<file path="src/rtl/fold_pkg.sv">
// Shared types and widths for the fold register sequencer.
package fold_pkg;

  localparam int FOLD_W = 15;
  localparam int CNT_W  = 11;

  typedef enum logic [1:0] {
    IDLE  = 2'd0,
    CLEAR = 2'd1,
    SHIFT = 2'd2,
    DONE  = 2'd3
  } fold_state_t;

endpackage

</file>
<file path="src/rtl/fold_seq_popcnt15.sv">
// Combinational 15-bit population count used for the result weight flag.
module popcnt15 (
  input  logic [14:0] din,
  output logic [3:0]  cnt
);

  always_comb begin
    cnt = '0;
    for (int i = 0; i < 15; i++) begin
      cnt = cnt + 4'(din[i]);
    end
  end

endmodule

</file>
<file path="src/rtl/fold_seq.sv">
// Sequencer/result stage for the 15-bit fold register: clear, shift N+K, capture.
// Optional popcount weight flag enabled by defining FOLD_SEQ_WEIGHT_EN.
module fold_seq
  import fold_pkg::*;
#(
  parameter int N = 64,
  parameter int K = 40
) (
  input  logic                clk,
  input  logic                rst,
  input  logic                in_valid,
  output logic                in_ready,
  input  logic [N-1:0]        in_data,
  output logic [N-1:0]        fold_data_in,
  output logic                fold_clr,
  output logic                fold_shift,
  input  logic [CNT_W-1:0]    fold_count,
  input  logic [FOLD_W-1:0]   fold_data,
  output logic                out_valid,
  input  logic                out_ready,
  output logic [FOLD_W-1:0]   out_result,
  output logic                out_zero,
  output logic [3:0]          out_weight
);

  localparam logic [11:0] NK = 12'(N + K);

  fold_state_t state, state_nx;
  logic [11:0] cnt_ext;
  logic        cnt_done;
  logic        accept;
  logic        capture;

  function automatic logic is_zero(input logic [FOLD_W-1:0] v);
    return (v == '0);
  endfunction

  assign cnt_ext  = {1'b0, fold_count};
  // A count past N+K counts as complete so a misbehaving register cannot hang us.
  assign cnt_done = (cnt_ext >= NK);
  assign accept   = (state == IDLE) && in_valid;
  assign capture  = (state == SHIFT) && cnt_done;

`ifdef FOLD_SEQ_WEIGHT_EN
  logic [3:0] weight_p0;
  logic [3:0] weight_p1;

  popcnt15 u_popcnt (
    .din (fold_data),
    .cnt (weight_p0)
  );

  always_ff @(posedge clk) begin
    if (!rst) begin
      weight_p1 <= '0;
    end else if (capture) begin
      weight_p1 <= weight_p0;
    end
  end

  assign out_weight = weight_p1;
`else
  assign out_weight = 4'd0;
`endif

  // State register, frame hold, and result capture stage
  always_ff @(posedge clk) begin
    if (!rst) begin
      state        <= IDLE;
      fold_clr     <= 1'b1;
      fold_data_in <= '0;
      out_result   <= '0;
      out_zero     <= 1'b1;
    end else begin
      state    <= state_nx;
      fold_clr <= (state_nx == CLEAR);
      if (accept) begin
        fold_data_in <= in_data;
      end
      if (capture) begin
        out_result <= fold_data;
        out_zero   <= is_zero(fold_data);
      end
    end
  end

  always_comb begin
    state_nx   = state;
    in_ready   = 1'b0;
    fold_shift = 1'b0;
    out_valid  = 1'b0;
    case (state)
      IDLE: begin
        in_ready = 1'b1;
        if (in_valid) state_nx = CLEAR;
      end
      CLEAR: begin
        state_nx = SHIFT;
      end
      SHIFT: begin
        fold_shift = !cnt_done;
        if (cnt_done) state_nx = DONE;
      end
      DONE: begin
        out_valid = 1'b1;
        if (out_ready) state_nx = IDLE;
      end
      default: state_nx = IDLE;
    endcase
  end

endmodule

</file>
<file path="config.mk">
export PLATFORM = sky130hd
export DESIGN_NAME = fold_seq
export DESIGN_NICKNAME = d
export VERILOG_FILES = /design/src/rtl/fold_pkg.sv /design/src/rtl/fold_seq_popcnt15.sv /design/src/rtl/fold_seq.sv
export SDC_FILE = /design/constraint.sdc
export NUM_CORES = 1
export LEC_CHECK = 0
export BUFFER_PORTS_ARGS = -buffer_cell sky130_fd_sc_hd__buf_2
export CORE_MARGIN = 4
export CORE_UTILIZATION = 34
export CTS_BUF_LIST = sky130_fd_sc_hd__clkbuf_8
export CTS_CLUSTER_DIAMETER = 80
export DETAILED_ROUTE_END_ITERATION = 7
export GPL_ROUTABILITY_DRIVEN = 0
export GPL_TIMING_DRIVEN = 0
export PLACE_DENSITY = 0.66
export SLEW_MARGIN = 0
export SYNTH_ARGS = -nofsm -noshare
export SYNTH_HDL_FRONTEND = slang
export SYNTH_HIERARCHICAL = 1
export SYNTH_SLANG_ARGS = --single-unit
</file>
<file path="constraint.sdc">
create_clock -name clk -period 1.1 [get_ports clk]
set_input_delay 0.165 -clock clk [delete_from_list [all_inputs] [get_ports clk]]
set_output_delay 0.165 -clock clk [all_outputs]
set_load 0.005 [all_outputs]
</file>
Word-level counts from Yosys, hierarchy flattened. Index checks and enable logic that the tools add are counted.

Output and inout bits: 88. Input port bits: 94. Flip-flop bits (word level): 83. Logic and storage cells: 22.

Order comparisons: 1. Reduce and logical (&&, ||, !) cells: 5. Mux-type cells: 7. Eq/ne operators: 4.

Operators by type and width (count): zero test 15 bit (1); >= comparator 11 x 7 -> 1 bit (second input constant) (1); one-hot mux 2 bit (4 select lines) (1); two-way mux 2 bit (3); equality test 2 x 1 -> 1 bit (second input constant) (2); equality test 2 bit (second input constant) (2); two-way mux 1 bit (3); logical AND 1 bit (2); zero test 2 bit (1); zero test 1 bit (1).

Depth between registers and ports, before layout.
Word-level depth: 4. Depth in mapped cells: 6. Depth with buffers taken out: 4.

Worst setup path before layout. Ideal clock, no wire load.

Path type: register to register. From: register state[1]. To: register state[0]. Path slack: -0.022 ns. Period minus slack after synthesis: 1.122 ns. Data arrival time: 1.002 ns. Stages on the path, launching flop included: 5. Required time: 0.980 ns. Library setup time: 0.120 ns. Cells stage by stage: dfxtp_1 -> nor2_2 -> and2_1 -> buf_4 -> o31a_1.

Longest elaborated chain between the ends: 2.

RTL lines: from (decl) (RTL line fold_seq.sv:28) `fold_state_t state, state_nx;`; from (signal assigned) (RTL line fold_seq.sv:75) `state <= state_nx;`; equality test 2 bit (tied with other cells) (RTL line fold_seq.sv:92) `case (state)`; one-hot mux 2 bit (4 select lines) * (RTL line fold_seq.sv:92).

Mark *: on every way between the ends. The rest lies on a longest branch, timed or not. A chain may end at the register's enable or synchronous reset.

Worst setup path after layout.
From: register state[0]. To: register fold_data_in[57].

Longest elaborated chain between the ends: 2.

RTL lines: zero test 2 bit (RTL line fold_seq.sv:41) `assign accept = (state == IDLE) && in_valid;`; logical AND 1 bit (RTL line fold_seq.sv:41); to (signal assigned) (RTL line fold_seq.sv:78) `fold_data_in <= in_data;`; to (decl) (RTL line fold_seq.sv:14) `output logic [N-1:0] fold_data_in,`.

Every way passes these cells.

==> results.py <==
metrics = {
    "run_status": {
        "run_status": "finished with violations",
        "failed_checks": "negative setup slack",
    },
    "logic_synthesis": {
        "muxShareOfSynthArea_pct": 0,
        "synth_xor_area_share_pct": 0,
        "syn_area_mm2": 0.00318,
        "synthTopCellsByCount": "nand2_1 (146), dfxtp_1 (83), a21boi_1 (50)",
        "synth_top_family_by_area": "simple AND/OR/NAND/NOR gates",
        "synthAdderAreaFrac_pct": 0,
        "synthCells": 375,
        "synth_compound_area_share_pct": 18.6,
        "synth_top_area_share_pct": 52.2,
        "synth_most_common_cell": "nand2_1",
        "synth_area_per_cell_um2": 8.48,
        "synthFlopType": "dfxtp_1",
        "ys_top_cells_by_area": "dfxtp_1 (52%), nand2_1 (17%), a21boi_1 (12%), a21boi_0 (3.3%), nand3_1 (2.5%)",
        "yosys.cell_types.count": 25,
        "ys_seq_area_share_pct": 52.2,
        "synth_top_cell_by_area": "dfxtp_1",
        "synth-simple-area-share_pct": 23.1,
        "synth_edf_count": 0,
        "synth-seq-cells": 83,
        "yosys_warnings": 6,
        "synthArstFlopShare_pct": 0,
    },
    "grt": {
        "grt_pass1_vias": 3083,
        "grt_pass1_wl_um": 14700,
        "grt_max_degree": 14,
        "overflow": 0,
        "grtUsageTotal_pct": 16.3,
        "antenna_found_initial": 0,
    },
    "power": {
        "total_power_mw": 6.72,
        "ir_worst_vdd_v": 0.000787,
        "power.density_mw_per_mm2": 1420,
        "p_leak_nw": 2.24,
    },
    "worst_setup_path": {
        "max_stage_delay_ns": 0.35,
        "crit_start": "state[0]",
        "crit_fanout": 10,
        "worstSetupEndpointType": "register",
        "startpoint_type": "register",
        "worstPathCellList": "nor2_4, and2_4, buf_12, buf_6, nand2_1, a21boi_1",
        "r2r-start": "state[0]",
        "reg2reg_slack_ns": -0.09,
        "critPathSlowestCell": "dfxtp_2",
        "cp_top_family": "simple AND/OR/NAND/NOR gates",
        "cp.buffers_inverters": 2,
        "cp_data_arrival_time_ns": 1.46,
        "worstPathRequired_ns": 1.36,
        "critical_path_class": "register to register",
    },
    "cells_and_area": {
        "nets": 671,
        "syn2layout_area_growth_pct": 48.6,
        "drive_above_1_share_pct": 42.2,
        "fin_cells": 692,
        "antenna_cells": 0,
        "final_area_mm2": 0.00473,
    },
    "drt": {
        "detail_route.vias_per_cell": 4.61,
        "wl_um": 9170,
        "drtIter0Drc": 57,
        "wire_per_inst_um": 13.3,
        "vias": 3189,
        "firstDrtPassIters": 4,
        "drc": 0,
        "ant_nets": 0,
    },
    "sta": {
        "tightest_slew_ns": 0.527,
        "final-setup-viol-count": 83,
        "tns_ns": -4.12,
        "skew_ns": 0.00647,
        "hold_viol": 0,
        "slew_headroom_pct": 64.9,
        "finalCriticalPeriod_ns": 1.19,
        "setup_ws_ns": -0.0942,
        "fmax_mhz": 837,
        "maxSlewViolCount": 0,
        "fin_crit_sh_pct": 109,
        "whs_ns": 0.0558,
        "rsz0062_at_grt": "yes",
    },
    "cts": {
        "clock_path_buffers": 2,
        "clock-root-buffer": "clkbuf_8",
        "clkTransAtPathRegs_ns": 0.08,
        "tritoncts": "built",
        "insertion_delay_ns": 0.34,
        "clock-sinks": 83,
        "h-tree-depth": 3,
        "cts_made_buffers": 9,
    },
    "floorplanning": {
        "start_util_pct": 34.8,
        "coreArea_mm2": 0.00915,
        "ioPinCount": 182,
        "die_x_um": 105,
        "die_area_mm2": 0.0110,
        "die_height_um": 105,
        "core.rowCount": 35,
    },
    "min_path": {
        "worstHoldStart": "in_data[56]",
        "hold_path.class": "input pin to register",
    },
    "run": {
        "cap_violations": 0,
    },
    "place": {
        "placed_area_mm2": 0.00420,
        "port_buffers": 173,
        "dp_cells": 662,
        "dp_hpwl_um": 6720,
    },
}
cell families (layout without fill, tap and decap cells):
| logic type | Yosys count | in the layout |
|---|---|---|
| simple gates | 175 | 175 |
| compound gates | 84 | 84 |
| buf+inv | 32 | 235 |
| other cells | 1 | 4 |
| flops | 83 | 83 |
path summary, 6_finish.rpt:
kind / end / depth (start not counted)
min: fold_data_in[56] / 3
max: fold_data_in[57] / 6
max reg2reg: fold_data_in[57] / 6
min reg2reg: fold_data_in[26] / 2
cell type report:
| class | instances | area, um^2 |
|---|---|---|
| Clock inverter | 5 | 31.3 |
| Tap cell | 111 | 139 |
| Clock buffer | 10 | 138 |
| Buffer | 32 | 287 |
| Fill cell | 913 | 4430 |
| Multi-Input combinational cell | 263 | 1410 |
| Sequential cell | 83 | 1670 |
| Timing Repair Buffer | 188 | 1050 |
cell usage in the layout (no fill, tap or decap), drive strengths merged, types with 3 or more instances in the layout:
cell type,n
a21boi,64
clkinvlp,3
nand3,16
nand2,146
buf,207
conb,4
nor4,4
dfxtp,83
clkbuf,22
o21ai,16
through the flow:
stage	setup slack, ns	utilization [%]
floorplan	0.0164	-
global placement	-0.226	45.9
detailed placement	-0.242	45.9
CTS	-0.105	50.2
global route	-0.179	51.6
finish	-0.0942	51.6
flip-flops by register name (all words and copies together) (netlist names):
| signal | flops |
|---|---|
| fold_clr | 1 |
| fold_data_in | 64 |
| state | 2 |
| out_result | 15 |
| out_zero | 1 |
per-layer routing:
layer  part of all wire, %  wire, um  track usage (%)  vias to the layer above
met5                     0         0                0                        -
met4                   1.5       133             5.15                        0
met3                   8.6       787             5.74                       12
met2                    49      4490             26.3                      114
met1                    41      3760             20.3                     1450
li1                      -         -                -                     1613
worst reg2reg max path, stage by stage, from the launching register on:
cell and delay [ns]:
dfxtp_2 0.35, nor2_4 0.13, and2_4 0.18, buf_12 0.14
buf_6 0.14, nand2_1 0.07, a21boi_1 0.11
power by group:
part,switching (mW),internal [mW]
clock network,1.05,0.857
logic,0.684,0.767
registers,0.121,3.24
what timing repair did:
item,in CTS,in global routing
setup endpoints to repair,83,85
hold endpoints to repair,1,0
setup buffers,4,3
resized for setup,52,23
gates cloned,5,2
hold buffers,1,0
pin swaps,11,5
Note: power is estimated with default switching activity, not from simulation.
